--- src/rtl/fpcvt_pkg.sv ---
// Shared types, constants and the rounding function for the 8-bit float packer.
// Byte layout is {sign, exp[2:0], sig[3:0]}.
package fpcvt_pkg;

  localparam int EXP_W  = 3;
  localparam int SIG_W  = 4;
  localparam int BYTE_W = 1 + EXP_W + SIG_W;

  typedef struct packed {
    logic             sign;
    logic [EXP_W-1:0] exp;
    logic [SIG_W-1:0] sig;
  } fp8_t;

  localparam logic [EXP_W+SIG_W-1:0] FP_MAX_MAG = {3'd7, 4'hF};

  typedef struct packed {
    fp8_t fp;
    logic sat;
    logic up;
  } fp_round_t;

  // Round-half-up on the single truncated bit. A carry out of the significand
  // renormalises to 1000 with exp+1; a carry out of the top exponent saturates.
  function automatic fp_round_t fp_round(
    input logic             sign,
    input logic [EXP_W-1:0] exp,
    input logic [SIG_W-1:0] sig,
    input logic             rnd
  );
    fp_round_t r;
    r.fp.sign = sign;
    r.fp.exp  = exp;
    r.fp.sig  = sig;
    r.sat     = 1'b0;
    r.up      = 1'b0;
    if (rnd) begin
      if (sig != '1) begin
        r.fp.sig = sig + 4'd1;
        r.up     = 1'b1;
      end else if (exp != '1) begin
        r.fp.exp = exp + 3'd1;
        r.fp.sig = {1'b1, {(SIG_W-1){1'b0}}};
        r.up     = 1'b1;
      end else begin
        {r.fp.exp, r.fp.sig} = FP_MAX_MAG;
        r.sat                = 1'b1;
      end
    end
    return r;
  endfunction

endpackage

--- src/rtl/fpcvt_round_pack_if.sv ---
// Input sample and output byte handshakes of the round/pack stage.
// Both sides: a transfer happens on a rising clk edge where valid && ready.
interface fpcvt_round_pack_if;
  import fpcvt_pkg::*;

  logic              in_valid;
  logic              in_ready;
  logic              in_sign;
  logic [EXP_W-1:0]  in_exp;
  logic [SIG_W-1:0]  in_sig;
  logic              in_rnd;
  logic              out_valid;
  logic              out_ready;
  logic [BYTE_W-1:0] out_data;

  modport master (
    output in_valid, in_sign, in_exp, in_sig, in_rnd, out_ready,
    input  in_ready, out_valid, out_data
  );

  modport slave (
    input  in_valid, in_sign, in_exp, in_sig, in_rnd, out_ready,
    output in_ready, out_valid, out_data
  );

endinterface

--- src/rtl/fpcvt_fifo.sv ---
// Synchronous FIFO with registered full/empty flags and a registered-array
// head read; the count carries one extra bit so full and empty are distinct.
module fpcvt_fifo #(
  parameter int W     = 8,
  parameter int DEPTH = 2
) (
  input  logic         clk,
  input  logic         rst,
  input  logic         i_push,
  input  logic [W-1:0] i_data,
  input  logic         i_pop,
  output logic [W-1:0] o_data,
  output logic         o_full,
  output logic         o_empty
);

  localparam int AW = $clog2(DEPTH);
  localparam logic [AW:0] FULL_CNT = (AW+1)'(DEPTH);

  logic [W-1:0]  r_mem [DEPTH];
  logic [AW-1:0] r_wr_ptr;
  logic [AW-1:0] r_rd_ptr;
  logic [AW:0]   r_count;
  logic          r_full;
  logic          r_empty;
  logic          w_push;
  logic          w_pop;
  logic [AW:0]   w_cnt_nxt;

  assign w_push = i_push && !r_full;
  assign w_pop  = i_pop && !r_empty;

  always_comb begin
    w_cnt_nxt = r_count;
    if (w_push && !w_pop) begin
      w_cnt_nxt = r_count + 1'b1;
    end else if (!w_push && w_pop) begin
      w_cnt_nxt = r_count - 1'b1;
    end
  end

  // Full is held high through reset so nothing is written while flushing.
  always_ff @(posedge clk) begin
    if (rst) begin
      r_wr_ptr <= '0;
      r_rd_ptr <= '0;
      r_count  <= '0;
      r_full   <= 1'b1;
      r_empty  <= 1'b1;
      for (int i = 0; i < DEPTH; i++) begin
        r_mem[i] <= '0;
      end
    end else begin
      if (w_push) begin
        r_mem[r_wr_ptr] <= i_data;
        r_wr_ptr        <= r_wr_ptr + 1'b1;
      end
      if (w_pop) begin
        r_rd_ptr <= r_rd_ptr + 1'b1;
      end
      r_count <= w_cnt_nxt;
      r_full  <= (w_cnt_nxt == FULL_CNT);
      r_empty <= (w_cnt_nxt == '0);
    end
  end

  assign o_data  = r_mem[r_rd_ptr];
  assign o_full  = r_full;
  assign o_empty = r_empty;

endmodule

--- src/rtl/fpcvt_round_pack.sv ---
// Rounds the converter output, packs it into a float byte and queues it in a
// small FIFO. Saturation and round-up events are counted with sticky limits.
module fpcvt_round_pack
  import fpcvt_pkg::*;
#(
  parameter int DEPTH = 2,
  parameter int CNT_W = 8
) (
  input  logic             clk,
  input  logic             rst,
  fpcvt_round_pack_if.slave bus,
  output logic [CNT_W-1:0] sat_count,
  output logic [CNT_W-1:0] rnd_count
);

  fp_round_t   w_rnd;
  logic        w_accept;
  logic        w_full;
  logic        w_empty;
  logic [BYTE_W-1:0] w_head;
  logic [CNT_W-1:0]  r_sat_count;
  logic [CNT_W-1:0]  r_rnd_count;

  assign w_rnd    = fp_round(bus.in_sign, bus.in_exp, bus.in_sig, bus.in_rnd);
  assign w_accept = bus.in_valid && !w_full;

  fpcvt_fifo #(
    .W     (BYTE_W),
    .DEPTH (DEPTH)
  ) u_fifo (
    .clk     (clk),
    .rst     (rst),
    .i_push  (bus.in_valid),
    .i_data  (w_rnd.fp),
    .i_pop   (bus.out_ready),
    .o_data  (w_head),
    .o_full  (w_full),
    .o_empty (w_empty)
  );

  always_ff @(posedge clk) begin
    if (rst) begin
      r_sat_count <= '0;
      r_rnd_count <= '0;
    end else if (w_accept) begin
      if (w_rnd.sat && (r_sat_count != '1)) begin
        r_sat_count <= r_sat_count + 1'b1;
      end
      if (w_rnd.up && (r_rnd_count != '1)) begin
        r_rnd_count <= r_rnd_count + 1'b1;
      end
    end
  end

  assign bus.in_ready  = !w_full;
  assign bus.out_valid = !w_empty;
  assign bus.out_data  = w_head;
  assign sat_count     = r_sat_count;
  assign rnd_count     = r_rnd_count;

endmodule

--- src/flat_wrapper.sv ---
// flat-port wrapper written by rule: the top's interface ports become plain ports
module fpcvt_round_pack_flat import fpcvt_pkg::*;
#(
  parameter int DEPTH = 2,
  parameter int CNT_W = 8
)
  (clk, rst, sat_count, rnd_count, bus_in_valid, bus_in_sign, bus_in_exp, bus_in_sig, bus_in_rnd, bus_out_ready, bus_in_ready, bus_out_valid, bus_out_data);
  fpcvt_round_pack_if bus_i ();
  input  logic clk;
  input  logic rst;
  output logic [CNT_W-1:0] sat_count;
  output logic [CNT_W-1:0] rnd_count;
  input wire logic [$bits(bus_i.in_valid)-1:0] bus_in_valid;
  input wire logic [$bits(bus_i.in_sign)-1:0] bus_in_sign;
  input wire logic [$bits(bus_i.in_exp)-1:0] bus_in_exp;
  input wire logic [$bits(bus_i.in_sig)-1:0] bus_in_sig;
  input wire logic [$bits(bus_i.in_rnd)-1:0] bus_in_rnd;
  input wire logic [$bits(bus_i.out_ready)-1:0] bus_out_ready;
  output wire logic [$bits(bus_i.in_ready)-1:0] bus_in_ready;
  output wire logic [$bits(bus_i.out_valid)-1:0] bus_out_valid;
  output wire logic [$bits(bus_i.out_data)-1:0] bus_out_data;
  assign bus_i.in_valid = bus_in_valid;
  assign bus_i.in_sign = bus_in_sign;
  assign bus_i.in_exp = bus_in_exp;
  assign bus_i.in_sig = bus_in_sig;
  assign bus_i.in_rnd = bus_in_rnd;
  assign bus_i.out_ready = bus_out_ready;
  assign bus_in_ready = bus_i.in_ready;
  assign bus_out_valid = bus_i.out_valid;
  assign bus_out_data = bus_i.out_data;
  fpcvt_round_pack #(.DEPTH(DEPTH), .CNT_W(CNT_W)) u_core (.clk(clk), .rst(rst), .bus(bus_i), .sat_count(sat_count), .rnd_count(rnd_count));
endmodule
--- config.mk ---
export PLATFORM = sky130hd
export DESIGN_NAME = fpcvt_round_pack_flat
export DESIGN_NICKNAME = d
export VERILOG_FILES = /design/src/rtl/fpcvt_pkg.sv /design/src/rtl/fpcvt_round_pack_if.sv /design/src/rtl/fpcvt_fifo.sv /design/src/rtl/fpcvt_round_pack.sv /design/src/flat_wrapper.sv
export SDC_FILE = /design/constraint.sdc
export NUM_CORES = 1
export LEC_CHECK = 0
export ABC_AREA = 1
export CAP_MARGIN = 20
export CORE_MARGIN = 2
export CORE_UTILIZATION = 49
export DETAILED_ROUTE_END_ITERATION = 8
export PLACE_DENSITY = 0.75
export SLEW_MARGIN = 20
export SYNTH_ARGS = -nofsm -noshare
export SYNTH_HDL_FRONTEND = slang
export SYNTH_SLANG_ARGS = --single-unit
export TNS_END_PERCENT = 30
--- constraint.sdc ---
create_clock -name clk -period 4 [get_ports clk]
set_input_delay 1 -clock clk [delete_from_list [all_inputs] [get_ports clk]]
set_output_delay 1 -clock clk [all_outputs]
set_load 0.01 [all_outputs]
# == After elaboration in Yosys (flattened, before gate mapping) ==
# Memories as Yosys holds them, arrays and structs flattened. A register that Yosys moved wholly into a read port is not among the register bits.
# Index checks and enable logic that the tools add are counted.
# op_classes
n_bitwise,0
reduce_logical,14
magnitude_cmp,0
n_mux,20
add_sub_neg,8
eq_ne,5
shift,0
mul,0
div_mod_pow,0
# op_table
operator,count
"8-bit by 1-bit adder with 8-bit output, second input constant",2
"8-bit != test, second input constant",2
1-bit two-way mux,13
9-bit two-way mux,1
8-bit two-way mux,1
8-bit OR reduction,1
7-bit two-way mux,1
1-bit logical AND,6
"4-bit by 1-bit adder with 4-bit output, second input constant",1
1-bit zero test,4
2-bit two-way mux,2
4-bit two-way mux,1
"4-bit != test, second input constant",1
2-bit AND reduction,2
"3-bit by 1-bit adder with 3-bit output, second input constant",1
3-bit two-way mux,1
"3-bit != test, second input constant",1
"1-bit adder, second input constant",2
"2-bit by 1-bit adder with 2-bit output, second input constant",1
"2-bit equality test, second input constant",1
2-bit zero test,1
"2-bit by 1-bit subtractor with 2-bit output, second input constant",1
# word_totals
inputBits,13
latch_bits,0
wordCells,55
romBits,0
mem_bits_rw,16
mem_count,1
register_bits,22
# memory_table
name,words,word_bits,read_ports,rd_ports_with_merged_regs,write_ports,line,text
u_core.u_fifo.r_mem,2,8,1,1,2,fpcvt_fifo.sv:20,logic [W-1:0] r_mem [DEPTH];

# == Depth between registers and ports, before layout ==
# logic_depth
ltp_word,7
depth_mapped,9
mapped_depth_nobuf,9

# == Hierarchy ==
# From an unflattened synthesis, not the netlist that was laid out.
# hier_totals
cells_unflattened,299
hier_area_um2,2184.6
# by_module_without_submodules
mod,area_per_inst_um2,n_inst,seq_area_each_um2,cells_each
fpcvt_round_pack,1149.9,1,320.3,190
fpcvt_fifo,1034.7,1,620.6,109

# == Worst setup path after synthesis ==
# No wires, ideal clock.
# synth_timing
path_type,input to register
startpoint,input bus_in_sig[0]
endpoint,"memory u_core.u_fifo.r_mem[0][0], data pin"
setup_slack_ns,1.922
setup_time_ns,0.259
n_path_buf,0
path_stages,7
arrival_time_ns,1.818
cell_sequence,ha_1 -> nand3_1 -> nor2_1 -> nor2_2 -> o21ai_0 -> o21ai_0 -> nor2_1
# synth_rtl
item,line,text
"start, declared",flat_wrapper.sv:16,input wire logic [$bits(bus_i.in_sig)-1:0] bus_in_sig;
"end, declared",fpcvt_fifo.sv:20,

==> flow_summary_export.csv <==
group,metric,value,unit
run_status,status,"finished clean",
final_layout,syn2layout_area_growth,26.95,%
pwr,clockPowerShare,0.360,
pwr,p_leak,1.202,nW
route,top_layer_used,"met4",
pwr,combPwrFrac,0.198,
yosys,synth.most_common_cell,"nand2_1",
global_route,gr-total-overflow,0,
cts,path_clk_slew,0.07,ns
sta,fin_crit_sh,0.6627,
yosys,synth_nets,304,
worst_setup_path,r2r_slack,2.46,ns
floorplanning,num_rows,23,
sta,finalHoldViolCount,0,
floorplanning,die_y,69.81,µm
sta,tightestPinTransition,0.3888,ns
cts,cts_root_buf,"clkbuf_8",
worst_setup_path,reg2reg_from,"u_core.u_fifo.o_full",
sta,max_slew_margin,0.7399,
cts,clk_latency,0.29,ns
floorplanning,die_w,69.81,µm
pwr,peakVddDrop,0.2022,mV
final_layout,final_cells,381,
yosys,async_flop_share,0,
min_path,hold_path_depth,2,
route,dr_wl_met2,1996,µm
min_path,hp-class,"reg2reg",
cts,numCtsBuffers,5,
final_layout,diodes,0,
worst_setup_path,reg2reg_depth,5,
worst_setup_path,end_kind,"primary output",
yosys,ys_ff_latch,39,
yosys,yosys-top-cells-count,"nand2_1 (68), nor2_1 (56), inv_1 (39)",
sta,setup_violations,0,
cts,cts_resized,0,
sta,skew,0.001307,ns
yosys,synth_top_area_share,0.2264,
flow_run,maxCapViolations,0,
route,m1WireLength,1964,µm
pwr,p_int,800.0,µW
route,wl_per_cell,11.16,µm
worst_setup_path,required,3.00,ns
yosys,ys_seq_area_frac,0.4434,
cts,clockBufferDepth,2,
yosys,synth_cell_types,27,
pwr,seqPwrFrac,0.442,
yosys,synth_edf_count,16,
final_layout,seqCellArea,940.9,µm²
min_path,hold_end,"u_core.u_fifo.r_wr_ptr",
global_route,grt_pass1_wl,7334,µm
floorplanning,io_pins,39,
final_layout,multi_input_area,1008,µm²
final_layout,drive_gt1_frac,0.09668,
route,drt_first_pass_iters,4,
place,io_buffers,38,
global_route,antenna_found_initial,0,
route,detail-route-antenna-nets,0,
cts,cts_tree,"done",
worst_setup_path,r2r-end,"u_core.u_fifo.r_mem[0][5]",
cts,postCtsSetupRepairBufs,0,
place,place_congestion,0.8194,
sta,setup_tns,0,ns
yosys,synth_flop_cell,"dfxtp_1",
yosys,avgSynthCellArea,7.394,µm²
final_layout,nNetsFinal,347,
route,wirelength,4251,µm
sta,slew_viol_final,0,
sta,max_freq,377.2,MHz
yosys,yosys_warnings,0,
sta,fin_crit,2.651,ns
cts,h-tree-depth,2,
route,num_vias,1857,
global_route,grt_max_degree,23,
worst_setup_path,crit_type,"reg2out",
route,routed_via_density,4.874,
yosys,yosysTopAreaCell,"edfxtp_1",
cts,clock-sinks,39,
global_route,track_usage,0.1835,
place,hpwl,3214,µm
min_path,worstHoldStart,"u_core.u_fifo.r_wr_ptr",
floorplanning,start_util,0.5193,
route,post-route-drc-count,0,
pwr,switching_share,0.2476,
floorplanning,die_area,4873,µm²
pwr,p_per_area,394.7,nW/µm²
floorplanning,core_area,4086,µm²
route,wl_met3,229,µm
final_layout,fillCellCount,368,
worst_setup_path,cp-start-kind,"register",
yosys,synth.area.top_cells,"edfxtp_1 (23%), dfxtp_1 (22%), nand2_1 (12%)",
global_route,grt_pass1_vias,1717,
cts,hold_buffers,0,
yosys,syn_area,2122,µm²
worst_setup_path,path_max_fanout,8,
sta,rsz0062_at_grt,"false",
pwr,switchingPower,263.3,µW
yosys,postSynthCellCount,287,
route,drtIter0Drc,173,
place,placed_cells,373,
worst_setup_path,cp.arrival,1.65,ns
-- flip-flops by register name, indices dropped and copies added, names as in the netlist, named ones only --
signal                  flops
u_core.u_fifo.r_mem        16
u_core.rnd_count            8
u_core.sat_count            8
u_core.u_fifo.r_count       2
u_core.u_fifo.o_empty       1
u_core.u_fifo.o_full        1
u_core.u_fifo.r_rd_ptr      1
u_core.u_fifo.r_wr_ptr      1
-- placed cells by master (no fill, tap or decap), drive strengths merged --
master,netlist,final
o21ai,8,8
xnor2,1,1
mux2,8,8
buf,0,1
clkbuf,3,6
xor2,3,3
nand3,26,26
nor3,6,6
nand4,2,2
o21bai,1,1
or2,2,2
inv,42,42
nand2,70,70
edfxtp,16,16
clkdlybuf4s50,0,38
clkinv,1,1
a21oi,10,10
nor2,61,61
dfxtp,23,23
bufinv,0,2
ha,4,4
-- layer usage --
metal | vias to the layer above | global-route usage
li1 | 992 | -
met1 | 817 | 0.2258
met2 | 42 | 0.3185
met3 | 6 | 0.03924
met4 | 0 | 0.05983
met5 | - | 0
-- worst max-delay path by stage --
stage                        from                         to  cells past startpoint
finish                   register            bus_out_data[4]                      2
global route             register            bus_out_data[7]                      2
CTS                      register            bus_out_data[4]                      2
floorplan           bus_in_sig[0]  u_core.u_fifo.r_mem[0][0]                      7
detailed placement            rst  u_core.u_fifo.r_mem[1][5]                      7
global placement              rst  u_core.u_fifo.r_mem[1][5]                      7
-- critical path, cell delays in order, from the launching register on --
cell             delay (ns)
dfxtp_1                0.51
mux2_2                 0.38
clkdlybuf4s50_1        0.47
-- through the flow --
step / utilization / hold slack (ns) / total power, mW / setup WS (ns) / instance area [µm²]
6_report: 0.6592 / 0.5043 / 1.063 / 1.349 / 2694
5_1_grt: 0.6592 / 0.5445 / 1.117 / 1.259 / 2694
4_1_cts: 0.6592 / 0.5112 / 1.072 / 1.326 / 2694
3_5_place_dp: 0.6268 / 0.4944 / 0.6914 / 1.204 / 2561
3_3_place_gp: 0.6268 / 0.4920 / 0.6865 / 1.265 / 2561
2_1_floorplan: - / 0.4664 / 0.6054 / 1.922 / 2122
-- cell type report --
| class | instances | area share |
|---|---|---|
| Multi-Input combinational cell | 202 | 0.3744 |
| Clock inverter | 2 | 0.02229 |
| Sequential cell | 39 | 0.3493 |
| Timing Repair Buffer | 39 | 0.1440 |
| Inverter | 43 | 0.05992 |
| Clock buffer | 6 | 0.02694 |
| Tap cell | 50 | 0.02322 |
-- power groups by stage --
stage	clock, mW	combinational [mW]	sequential, mW
2_1_floorplan	0	0.135	0.471
3_3_place_gp	0	0.208	0.479
3_5_place_dp	0	0.212	0.479
4_1_cts	0.388	0.214	0.470
5_1_grt	0.403	0.241	0.474
6_report	0.383	0.211	0.469
-- logic make-up (layout without fill, tap and decap cells) --
logic type / count (synthesis) / in the layout / synth area share
compound gates: 19 / 19 / 0.04776
xor+xnor: 4 / 4 / 0.01651
fa+ha+maj: 4 / 4 / 0.02359
buf+inv: 46 / 90 / 0.08137
flops: 39 / 39 / 0.4434
mux: 8 / 8 / 0.04245
simple gates: 167 / 167 / 0.3449
(Power assumes the default switching activity.)
